File: config.mk
export PLATFORM = sky130hd
export DESIGN_NAME = iter_sched_ctrl
export DESIGN_NICKNAME = d
export VERILOG_FILES = /design/src/rtl/iter_sched_pkg.sv /design/src/rtl/iter_sched_dly_line.sv /design/src/rtl/iter_sched_ctrl.sv
export SDC_FILE = /design/constraint.sdc
export NUM_CORES = 1
export LEC_CHECK = 0
export CAP_MARGIN = 20
export CORE_ASPECT_RATIO = 0.75
export CORE_MARGIN = 8
export CORE_UTILIZATION = 56
export DETAILED_ROUTE_END_ITERATION = 6
export PLACE_DENSITY_LB_ADDON = 0.15
export SLEW_MARGIN = 20
export SYNTH_ARGS = -nofsm -noshare
export SYNTH_HDL_FRONTEND = slang
export SYNTH_SLANG_ARGS = --single-unit
File: constraint.sdc
create_clock -name clock -period 3.1 [get_ports clock]
set_clock_uncertainty 0.05 [all_clocks]
set_input_delay 0.775 -clock clock [delete_from_list [all_inputs] [get_ports clock]]
set_output_delay 0.775 -clock clock [all_outputs]
set_load 0.05 [all_outputs]
File: src/rtl/iter_sched_pkg.sv
// Shared types and helpers for the iteration scheduler: FSM states, default widths, config clamping.
package iter_sched_pkg;
  localparam int DEF_CNT_W  = 8;
  localparam int DEF_ITER_W = 5;

  typedef enum logic [2:0] {IDLE, LOAD, FEED, DRAIN, DONE} state_t;

  // Zero is promoted to one; anything above hi saturates at hi.
  function automatic int unsigned clamp1(input int unsigned v, input int unsigned hi);
    if (v == 0) return 1;
    if (v > hi) return hi;
    return v;
  endfunction
endpackage

File: src/rtl/iter_sched_dly_line.sv
// Single-bit shift register of DEPTH stages with synchronous active-low clear.
module iter_sched_dly_line #(
  parameter int DEPTH = 16
) (
  input  logic clock,
  input  logic clear_n,
  input  logic din,
  output logic dout
);
  logic [DEPTH-1:0] sr;

  if (DEPTH == 1) begin : g_one
    always_ff @(posedge clock) begin
      if (!clear_n) sr <= '0;
      else          sr <= din;
    end
  end else begin : g_many
    always_ff @(posedge clock) begin
      if (!clear_n) sr <= '0;
      else          sr <= {sr[DEPTH-2:0], din};
    end
  end

  assign dout = sr[DEPTH-1];
endmodule

File: src/rtl/iter_sched_ctrl.sv
// Block load + N-pass FIR/limiter iteration controller with FIR-latency-aligned write-back window.
// Optional ITER_CTRL_ABORT_EN adds an abort input and a one-cycle aborted pulse.
module iter_sched_ctrl
  import iter_sched_pkg::*;
#(
  parameter int MAX_SAMPLES_IN_RAM = 255,
  parameter int MAX_ITER_NUM       = 31,
  parameter int CNT_W              = DEF_CNT_W,
  parameter int ITER_W             = DEF_ITER_W,
  parameter int FIR_LATENCY        = 16
) (
  input  logic              clock,
  input  logic              reset_n,
  input  logic [ITER_W-1:0] cfg_iter_num,
  input  logic [CNT_W-1:0]  cfg_block_len,
  input  logic              start,
  output logic              busy,
  output logic              done,
  input  logic              lvl_gen_valid,
  output logic              lvl_gen_ready,
  output logic [ITER_W-1:0] sigbuff_iter_num,
  output logic              sigbuff_input_mux,
  output logic              sigbuff_input_enable,
  output logic              sigbuff_output_enable,
  output logic              limbuff_input_enable,
  output logic              limbuff_output_enable,
  output logic              fir_input_enable,
  output logic              limiter_input_enable,
  output logic              out_ctrl_output_enable
`ifdef ITER_CTRL_ABORT_EN
  ,
  input  logic              abort,
  output logic              aborted
`endif
);
  localparam int DW = (FIR_LATENCY > 1) ? $clog2(FIR_LATENCY) : 1;

  state_t            state, state_nx;
  logic [CNT_W-1:0]  sym_cnt, sym_cnt_nx, len_q, len_nx;
  logic [ITER_W-1:0] iter, iter_nx, iter_n_q, iter_n_nx;
  logic [DW-1:0]     drain_cnt, drain_cnt_nx;
  logic              acc, last_iter, in_loop, dly, abort_fire;

`ifdef ITER_CTRL_ABORT_EN
  assign abort_fire = abort && (state != IDLE);

  always_ff @(posedge clock) begin
    if (!reset_n) aborted <= 1'b0;
    else          aborted <= abort_fire;
  end
`else
  assign abort_fire = 1'b0;
`endif

  assign in_loop       = (state == FEED) || (state == DRAIN);
  assign last_iter     = (iter == iter_n_q - ITER_W'(1));
  assign lvl_gen_ready = (state == LOAD) && (sym_cnt < len_q);
  assign acc           = lvl_gen_valid && lvl_gen_ready;

  always_comb begin
    state_nx     = state;
    sym_cnt_nx   = sym_cnt;
    iter_nx      = iter;
    drain_cnt_nx = drain_cnt;
    len_nx       = len_q;
    iter_n_nx    = iter_n_q;
    case (state)
      IDLE: if (start) begin
        len_nx     = CNT_W'(clamp1(32'(cfg_block_len), MAX_SAMPLES_IN_RAM));
        iter_n_nx  = ITER_W'(clamp1(32'(cfg_iter_num), MAX_ITER_NUM));
        sym_cnt_nx = '0;
        iter_nx    = '0;
        state_nx   = LOAD;
      end
      LOAD: if (acc) begin
        if (sym_cnt == len_q - CNT_W'(1)) begin
          sym_cnt_nx = '0;
          iter_nx    = '0;
          state_nx   = FEED;
        end else begin
          sym_cnt_nx = sym_cnt + CNT_W'(1);
        end
      end
      FEED: begin
        if (sym_cnt == len_q - CNT_W'(1)) begin
          sym_cnt_nx   = '0;
          drain_cnt_nx = '0;
          state_nx     = DRAIN;
        end else begin
          sym_cnt_nx = sym_cnt + CNT_W'(1);
        end
      end
      DRAIN: begin
        if (drain_cnt == DW'(FIR_LATENCY - 1)) begin
          drain_cnt_nx = '0;
          if (last_iter) begin
            state_nx = DONE;
          end else begin
            iter_nx  = iter + ITER_W'(1);
            state_nx = FEED;
          end
        end else begin
          drain_cnt_nx = drain_cnt + DW'(1);
        end
      end
      DONE: begin
        iter_nx  = '0;
        state_nx = IDLE;
      end
      default: state_nx = IDLE;
    endcase
    if (abort_fire) begin
      state_nx     = IDLE;
      sym_cnt_nx   = '0;
      iter_nx      = '0;
      drain_cnt_nx = '0;
    end
  end

  always_ff @(posedge clock) begin
    if (!reset_n) begin
      state     <= IDLE;
      sym_cnt   <= '0;
      iter      <= '0;
      drain_cnt <= '0;
      len_q     <= '0;
      iter_n_q  <= '0;
    end else begin
      state     <= state_nx;
      sym_cnt   <= sym_cnt_nx;
      iter      <= iter_nx;
      drain_cnt <= drain_cnt_nx;
      len_q     <= len_nx;
      iter_n_q  <= iter_n_nx;
    end
  end

  // Emptying the delay line on abort keeps stale FIR strobes from leaking into a later run.
  iter_sched_dly_line #(.DEPTH(FIR_LATENCY)) u_dly (
    .clock   (clock),
    .clear_n (reset_n && !abort_fire),
    .din     (fir_input_enable),
    .dout    (dly)
  );

  assign busy                   = (state != IDLE);
  assign done                   = (state == DONE);
  assign sigbuff_iter_num       = iter;
  assign sigbuff_input_mux      = in_loop;
  assign fir_input_enable       = (state == FEED);
  assign sigbuff_output_enable  = (state == FEED);
  assign limbuff_output_enable  = (state == FEED);
  assign limbuff_input_enable   = acc;
  assign limiter_input_enable   = dly && in_loop;
  assign sigbuff_input_enable   = acc || (dly && in_loop && !last_iter);
  assign out_ctrl_output_enable = dly && in_loop && last_iter;
endmodule

==> metrics, run 1 <==
grt ovf 0; worst-margin pin slew 0.483 ns; Bufs on Longest Clock Path 2; layout cells sized above 1 0.126; kind of critical path reg2out; top area cells in the synthesized netlist dfxtp_1, ha_1, nand2_1, and2_1, xnor2_1; CP Capture Type output port; drc violations 0; WL final 6410 µm; Crit path required time 2.27 ns; DR vias 2496; nets 393; IO Port Bufs 32; met3 GRT Util 0.0466; NetSw 744 µW; Synth top area share 0.354; CTS clk-pin slew, worst paths 0.09 ns; sw frac 0.376; Starting Density 0.573; clock sink total 49; Main synth FF type dfxtp_1; combinational power share 0.391; HPWL after detailed placement 4780 µm; Iter 0 DRT Violations 140; later-pin clock latency in the skew report 0.30 ns; YS warnings 0; fmax 0.338 GHz; Avg WL per Cell 15.1 µm; setup ws final 0.143 ns; die area 7480 µm²; Total GRT Usage 0.172; Cells after Synth 334; CORE AREA 4840 µm²; number of global-route vias before repair 2350; CTS tree done; clk root buf clkbuf_8; FF+latch area 982 µm²; CP max FO 3; Cell Rows 22; Num CTS Buffers 5; postcts setup bufs 0; number of max-cap violations 0; power per cell area 600 nW/µm²; first-pass GRT wire length 11000 µm; Area Overhead vs Synth 18.9%; Net Count, Synth 364; relative slew slack 0.670; placer congestion estimate 0.791; power share of the clock group 0.238; status complete, no violations; n_diodes 0; r2r setup slk 0.43 ns; LEAKAGE 0.00131 µW; M2 GR Usage 0.259; drt first pass iters 4; data arrival time of the worst path 2.13 ns; setup_tns 0 ns; largest net degree at the start of global routing 39; pre-CTS WS 0.374 ns; Yosys cell types 58; VDD IR max 0.457 mV; Startpoint Class flop; Fin. Hold Viols 0; Fillers 413; Synth area leader dfxtp_1; Setup violations, final 0; CTS HTree Levels 2; vias per cell 5.89; initial antenna violation count 0; Seq/Total Area, Yosys 0.354; number of flops mapped to enable cells by yosys 0; Final min period 2.96 ns; post-synthesis register bit count 49; Min-Delay Path Class reg2reg; I/O pins 33; Post-Synthesis Cell Area 2770 µm²; asr flop ratio synth 0; multi-input logic area 1620 µm²; Pint 1230 µW; busiest grt layer met2; RSZ-0062 raised after global routing false; met1 usage 0.234; Mean Syn Cell Area 8.31 µm²; DIE HEIGHT 77.0 µm; Slew Limit Fails 0; crit share post-route 0.954; register share of total power 0.371; die width 97.3 µm; DRT antenna net count 0
critical path, stage by stage (launching register included):
cell      delay, ns
dfxtp_1        0.38
inv_1          0.07
ha_1           0.30
xor2_1         0.15
o211ai_1       0.12
a211oi_2       0.26
nand2_1        0.15
a21o_1         0.21
buf_4          0.18
per-layer routing:
metal  part of all wire  routed length [µm]  vias up
li1                   -                   -     1261
met1               0.50                3220     1161
met2               0.42                2700       65
met3              0.067                 426        9
met4              0.010                  65        0
met5                  0                   0        -
area by class of cell:
| class | count | share of cell area |
|---|---|---|
| sequential | 49 | 0.298 |
| clock buffer | 5 | 0.0209 |
| timing repair buffer | 41 | 0.127 |
| multi-input combinational | 244 | 0.492 |
| inverter | 22 | 0.0250 |
| clock inverter | 3 | 0.0144 |
| tap | 60 | 0.0228 |
flip-flops by register name, summed over array words and instances, names as in the netlist:
name,cells
u_dly.sr,16
len_q,8
sym_cnt,8
iter_n_q,5
sigbuff_iter_num,5
drain_cnt,4
state,3
layout by cell type, fill, tap and decap left out, types with 4 or more instances in the layout:
cell type,Yosys,routed
dfxtp_1,49,48
nand2_1,38,38
clkdlybuf4s50_1,0,27
inv_1,21,21
nor2_1,20,19
and2_1,18,18
a21oi_1,17,16
nand3_1,15,15
ha_1,13,13
xnor2_1,11,11
buf_4,2,10
nor3_1,8,8
a31oi_1,7,7
nand4_1,7,7
o211ai_1,6,6
o21ai_0,6,6
and3_1,5,5
clkbuf_8,1,5
nor2b_1,5,4
and3_2,4,4
a31o_2,4,4
mux2i_1,4,4
per-stage QoR:
step           instances  total power (µW)   util  cell area (µm²)  hold slack, ns
2_1_floorplan        334              1310      -             2780           0.362
3_3_place_gp         416              1490  0.654             3170           0.364
3_5_place_dp         416              1510  0.654             3170           0.367
4_1_cts              424              1970  0.678             3290           0.390
5_1_grt              424              2100  0.681             3300           0.411
6_report             424              1980  0.681             3300           0.391
synthesized netlist by cell type (all sizes together), types with 2 or more instances:
cell and count:
or4 2, nand3 15, or3 2, a31oi 7
a21oi 17, nor4 4, ha 13, o2111ai 3
a21o 2, and3 9, nand4 7, o221a 2
clkbuf 13, a31o 4, o22ai 2, a211oi 4
mux2i 4, and2 19, nor2 20, o21ai 6
o221ai 3, buf 5, inv 21, nand2 38
xnor2 11, dfxtp 49, a2111oi 3, or2b 2
xor2 3, nor3 8, o211ai 8, o21a 2
nor3b 3, nor2b 5, a311oi 3
final timing paths:
kind | startpoint | end | cells past startpoint
setup / recovery | iter_n_q[0] | sigbuff_input_enable | 8
hold / removal | u_dly.sr[14] | u_dly.sr[15] | 1
setup reg to reg | len_q[0] | drain_cnt[2] | 8
hold reg to reg | u_dly.sr[14] | u_dly.sr[15] | 1
cells by family after synthesis:
| kind of cell | share of synthesized area |
|---|---|
| XOR/XNOR | 0.0442 |
| AO/OA/AOI/OAI | 0.194 |
| flip-flops | 0.354 |
| AND/OR/NAND/NOR | 0.263 |
| adder cells (fa/ha/maj) | 0.0586 |
| buffers and inverters | 0.0677 |
| multiplexers | 0.0185 |
power by group through the flow:
stage,clock network (µW),logic [µW],registers [µW]
global placement,0,747,745
floorplan,0,589,719
global route,505,855,743
finish,470,774,734
detailed placement,0,760,746
CTS,477,766,732
repair_timing:
action	in CTS	in global routing
hold buffers	0	0
gates resized for setup	0	5
setup endpoints to repair	0	3
(Power assumes the default switching activity.)
==> inputs of run 2 (changes only) <==
--- a/config.mk
+++ b/config.mk
@@ -5,6 +5,7 @@
 export SDC_FILE = /design/constraint.sdc
 export NUM_CORES = 1
 export LEC_CHECK = 0
+export ABC_AREA = 1
 export CAP_MARGIN = 20
 export CORE_ASPECT_RATIO = 0.75
 export CORE_MARGIN = 8
==> run 2 against run 1 <==
Critical path depth decreased by 4. Power rose by 56%. Critical endpoint is now limbuff_output_enable. Synthesized cell count is 20% higher. Synthesized area did not move. Maximum frequency rose by 2.8%. Flip-flop and latch count stayed put. Die area unchanged. Sequential power up 19%. Critical path type unchanged. Global-route usage is 0.20 points lower. Count of clock-buffer cells in the layout stayed put. Combinational power grew 120%.
==> metrics, run 2 <==
Startpoint Class flop; power per cell area 942 nW/µm²; placer congestion estimate 0.825; Synth top area share 0.354; clk root buf clkbuf_8; final core utilization 0.676; CTS tree done; r2r setup slk 0.82 ns; number of global-route vias before repair 2378; Area Overhead vs Synth 18.0%; Starting Density 0.573; R2R cell count 12; CP Capture Type output port; CTS HTree Levels 2; kind of critical path reg2out; Slew Limit Fails 0; hold_ws 0.362 ns; asr flop ratio synth 0; Yosys cell types 34; data arrival time of the worst path 2.05 ns; Final min period 2.88 ns; Synth area leader dfxtp_1; DR vias 2552; PnR Total Power 3080 µW; Bufs on Longest Clock Path 2; fmax 0.348 GHz; max reg flops 16; Worst R2R End sym_cnt[3]; Main synth FF type dfxtp_1; LEAKAGE 0.00160 µW; n_diodes 0; grt ovf 0; synth cell count leaders nand2_1, inv_1, dfxtp_1, a21oi_1, nor2_1; I/O pins 33; hold path cells 2; HPWL after detailed placement 4880 µm; design area 3270 µm²; most frequent cells in the layout nand2_1, inv_1, dfxtp_1, a21oi_1, nor2_1; WL final 6290 µm; worst hold path endpoint u_dly.sr[10]; IO Port Bufs 32; die width 97.3 µm; Mean Syn Cell Area 6.90 µm²; initial antenna violation count 0; VDD IR max 0.644 mV; Num CTS Buffers 5; layout cells sized above 1 0.0943; Post-Synthesis Cell Area 2770 µm²; CTS clk-pin slew, worst paths 0.10 ns; Net Count, Synth 432; Top reg by flops u_dly.sr; Total GRT Usage 0.170; Avg WL per Cell 12.7 µm; worst-margin pin slew 0.602 ns; nets 464; drt first pass iters 4; number of flops mapped to enable cells by yosys 0; CORE AREA 4840 µm²; number of max-cap violations 0; Cell Rows 22; most numerous cell in the Yosys netlist nand2_1; DRT antenna net count 0; first-pass GRT wire length 10900 µm; top area cells in the synthesized netlist dfxtp_1, nand2_1, inv_1, a21oi_1, ha_1; DIE HEIGHT 77.0 µm; reg2reg start len_q[3]; Cells after Synth 402; YS warnings 0; largest net degree at the start of global routing 25; Setup violations, final 0; Fin. Hold Viols 0; drc violations 0; status complete, no violations; min-delay src u_dly.sr[9]; postcts setup bufs 0; commonest non-fill, non-tap cell in the layout nand2_1; CP max FO 4; biggest regs u_dly.sr (16), len_q (8), sym_cnt (8); Fillers 426; vias per cell 5.16; relative slew slack 0.598; clock sink total 49; Iter 0 DRT Violations 152; Area after DPL 3150 µm²; post-synthesis register bit count 49; later-pin clock latency in the skew report 0.30 ns; Seq/Total Area, Yosys 0.354; Min-Delay Path Class reg2reg; setup_tns 0 ns; RSZ-0062 raised after global routing false; crit share post-route 0.928; die area 7480 µm²; Crit path required time 2.27 ns
==> run 2: cell types whose count changed after synthesis, sizes merged, moves of 7 or more <==
cell / before / now
nand3: 15 / 27
and2: 19 / 0
inv: 21 / 64
clkbuf: 13 / 6
o21ai: 6 / 21
xnor2: 11 / 4
nor2: 20 / 39
a21oi: 17 / 34
a31oi: 7 / 0
and3: 9 / 0
o211ai: 8 / 0
nand2: 38 / 111
==> run 2: stage by stage <==
| step | setup slack [ns] | instances |
|---|---|---|
| final | 0.223 | 495 |
| after floorplan | 0.202 | 402 |
| after global placement | 0.553 | 487 |
| after detailed placement | 0.469 | 487 |
| after global routing | 0.0527 | 495 |
| after CTS | 0.131 | 495 |
==> run 2: kinds of logic after synthesis <==
kind of cell             Yosys count  synth area share
flip-flops                        49             0.354
AND/OR/NAND/NOR                  193             0.324
XOR/XNOR                          12            0.0379
adder cells (fa/ha/maj)           13            0.0586
AO/OA/AOI/OAI                     60             0.119
buffers and inverters             75             0.107
==> run 2: worst max path at each step <==
stage | startpoint | end | cells after the start
floorplan | state[1] | sigbuff_input_enable | 8
global placement | lvl_gen_valid | sigbuff_input_enable | 4
detailed placement | state[0] | limiter_input_enable | 6
CTS | state[0] | limiter_input_enable | 6
global route | state[0] | limbuff_output_enable | 4
finish | state[0] | limbuff_output_enable | 4
==> run 2: worst max-delay path, stage by stage (launching register included) <==
cell	delay, ns
dfxtp_1	0.34
nor2_1	0.23
nand2_1	0.19
inv_1	0.16
clkdlybuf4s50_1	0.82
==> run 2: where the power goes <==
group          leakage, µW  switching (µW)  internal [µW]
Combinational      0.00114            1150            588
Clock            0.0000603             228            247
Sequential        0.000400             129            743
Total              0.00160            1500           1580
==> run 2: layout make-up <==
cell class	count	area [µm²]	share of cell area
sequential	49	981	0.300
inverter	65	244	0.0745
clock buffer	5	68.8	0.0210
multi-input combinational	278	1500	0.457
timing repair buffer	35	360	0.110
clock inverter	3	50.0	0.0153
tap	60	75.1	0.0229
==> run 2: repair_timing <==
action | 4_1_cts | 5_1_grt
hold buffers | 0 | 0
setup endpoints to repair | 0 | 1
gates resized for setup | 0 | 1
==> run 2: per-layer routing <==
layer	track usage	wire [µm]	vias to the layer above
met4	0.0422	34	0
met5	0	0	-
met2	0.262	2700	72
met3	0.0412	440	5
met1	0.230	3110	1138
li1	-	-	1337
==> inputs of run 3 (changes only) <==
--- a/config.mk
+++ b/config.mk
@@ -9,7 +9,7 @@
 export CAP_MARGIN = 20
 export CORE_ASPECT_RATIO = 0.75
 export CORE_MARGIN = 8
-export CORE_UTILIZATION = 56
+export CORE_UTILIZATION = 55
 export DETAILED_ROUTE_END_ITERATION = 6
 export PLACE_DENSITY_LB_ADDON = 0.15
 export SLEW_MARGIN = 20
==> run 3 against run 2 <==
Global-route usage grew 0.16 points. Count of clock-buffer cells in the layout is 1 higher. Routed wire length is 0.29% lower. Critical path type unchanged. Critical endpoint is now limiter_input_enable.
==> metrics, run 3 (synthesis gave the netlist of run 2 again) <==
status complete, no violations; met1 wire length 3220 µm; Hold Buf Count CTS 0; setup_tns 0 ns; HPWL after detailed placement 4820 µm; Min-Delay Path Class reg2reg; largest net degree at the start of global routing 36; post-CTS sizing 0; relative slew slack 0.574; clock sink total 49; power per cell area 922 nW/µm²; grt ovf 0; commonest non-fill, non-tap cell in the layout nand2_1; CTS HTree Levels 2; CTS tree done; IO Port Bufs 32; CP Capture Type output port; Slew Limit Fails 0; WL final 6270 µm; CORE AREA 4870 µm²; placer congestion estimate 0.824; n_diodes 0; DIE HEIGHT 77.5 µm; Final min period 2.93 ns; die width 98.0 µm; Fin. Hold Viols 0; number of global-route vias before repair 2310; DRT antenna net count 0; DR top layer met4; Area Overhead vs Synth 16.6%; first-pass GRT wire length 10900 µm; design area 3240 µm²; VDD IR max 0.362 mV; met2 routed WL 2630 µm; kind of critical path reg2out; CTS clk-pin slew, worst paths 0.09 ns; LEAKAGE 0.00156 µW; max reg flops 16; layout cells sized above 1 0.0901; Total GRT Usage 0.171; fmax 0.342 GHz; Top reg by flops u_dly.sr; crit share post-route 0.944; Avg WL per Cell 12.7 µm; Bufs on Longest Clock Path 2; clk root buf clkbuf_8; Starting Density 0.569; vias per cell 5.10; later-pin clock latency in the skew report 0.30 ns; biggest regs u_dly.sr (16), len_q (8), sym_cnt (8); Cell Rows 22; Crit path required time 2.27 ns; DR vias 2516; nets 463; number of max-cap violations 0; Setup violations, final 0; I/O pins 33; CP max FO 4; initial antenna violation count 0; drc violations 0; Met3 Wirelength 354 µm; Area after DPL 3150 µm²; Num CTS Buffers 5; drt first pass iters 4; die area 7600 µm²; data arrival time of the worst path 2.10 ns; most frequent cells in the layout nand2_1, inv_1, dfxtp_1, a21oi_1, nor2_1; RSZ-0062 raised after global routing false; Iter 0 DRT Violations 168; worst-margin pin slew 0.639 ns; postcts setup bufs 0; Startpoint Class flop
## run 3: changes by cell type in the layout (fill, tap and decap cells not counted), sizes merged
cell	change
clkdlybuf4s50	+1
clkbuf	+1
dlymetal6s2s	-1
clkinv	-1
bufinv	-1
clkinvlp	+1
inv	-1
buf	-1
## run 3: worst max-delay path, stage by stage (launching register included)
cell             delay [ns]
dfxtp_1                0.34
nor2_1                 0.23
nand2_1                0.17
nand2_1                0.12
nand2_1                0.07
inv_1                  0.07
clkdlybuf4s50_1        0.79
## run 3: metal layers
layer,vias to the layer above,track usage
met5,-,0
met4,0,0.0543
met3,8,0.0437
met2,66,0.252
met1,1111,0.237
li1,1331,-
## run 3: cell type report
class | count | area [µm²]
fillers | 428 | 1640
multi-input cells | 278 | 1500
flip-flops and latches | 49 | 981
repair buffers | 34 | 350
inverters | 65 | 244
clock buffers | 6 | 82.6
well taps | 60 | 75.1
clock inverters | 1 | 7.51
## run 3: path summary, 6_finish.rpt
check / end / cells past startpoint / slack (ns) / from
setup / recovery: limiter_input_enable / 6 / 0.17 / state[0]
hold / removal: u_dly.sr[10] / 2 / 0.36 / u_dly.sr[9]
setup reg to reg: sym_cnt[3] / 12 / 0.81 / len_q[3]
hold reg to reg: u_dly.sr[10] / 2 / 0.36 / u_dly.sr[9]
## run 3: metrics by stage
stage	total power, µW	worst slack, ns	instances	utilization	hold WS, ns
after CTS	2990	0.176	493	0.664	0.368
after global routing	3240	0.0841	493	0.664	0.383
after detailed placement	2600	0.514	486	0.646	0.348
after global placement	2550	0.553	486	0.646	0.343
final	2980	0.174	493	0.664	0.359
after floorplan	2200	0.202	402	-	0.340
## run 3: where the power goes
| part | internal [µW] | leakage (µW) | switching [µW] |
|---|---|---|---|
| logic | 584 | 0.00111 | 1140 |
| registers | 743 | 0.000400 | 129 |
| clock network | 177 | 0.0000433 | 207 |
| total | 1500 | 0.00156 | 1480 |
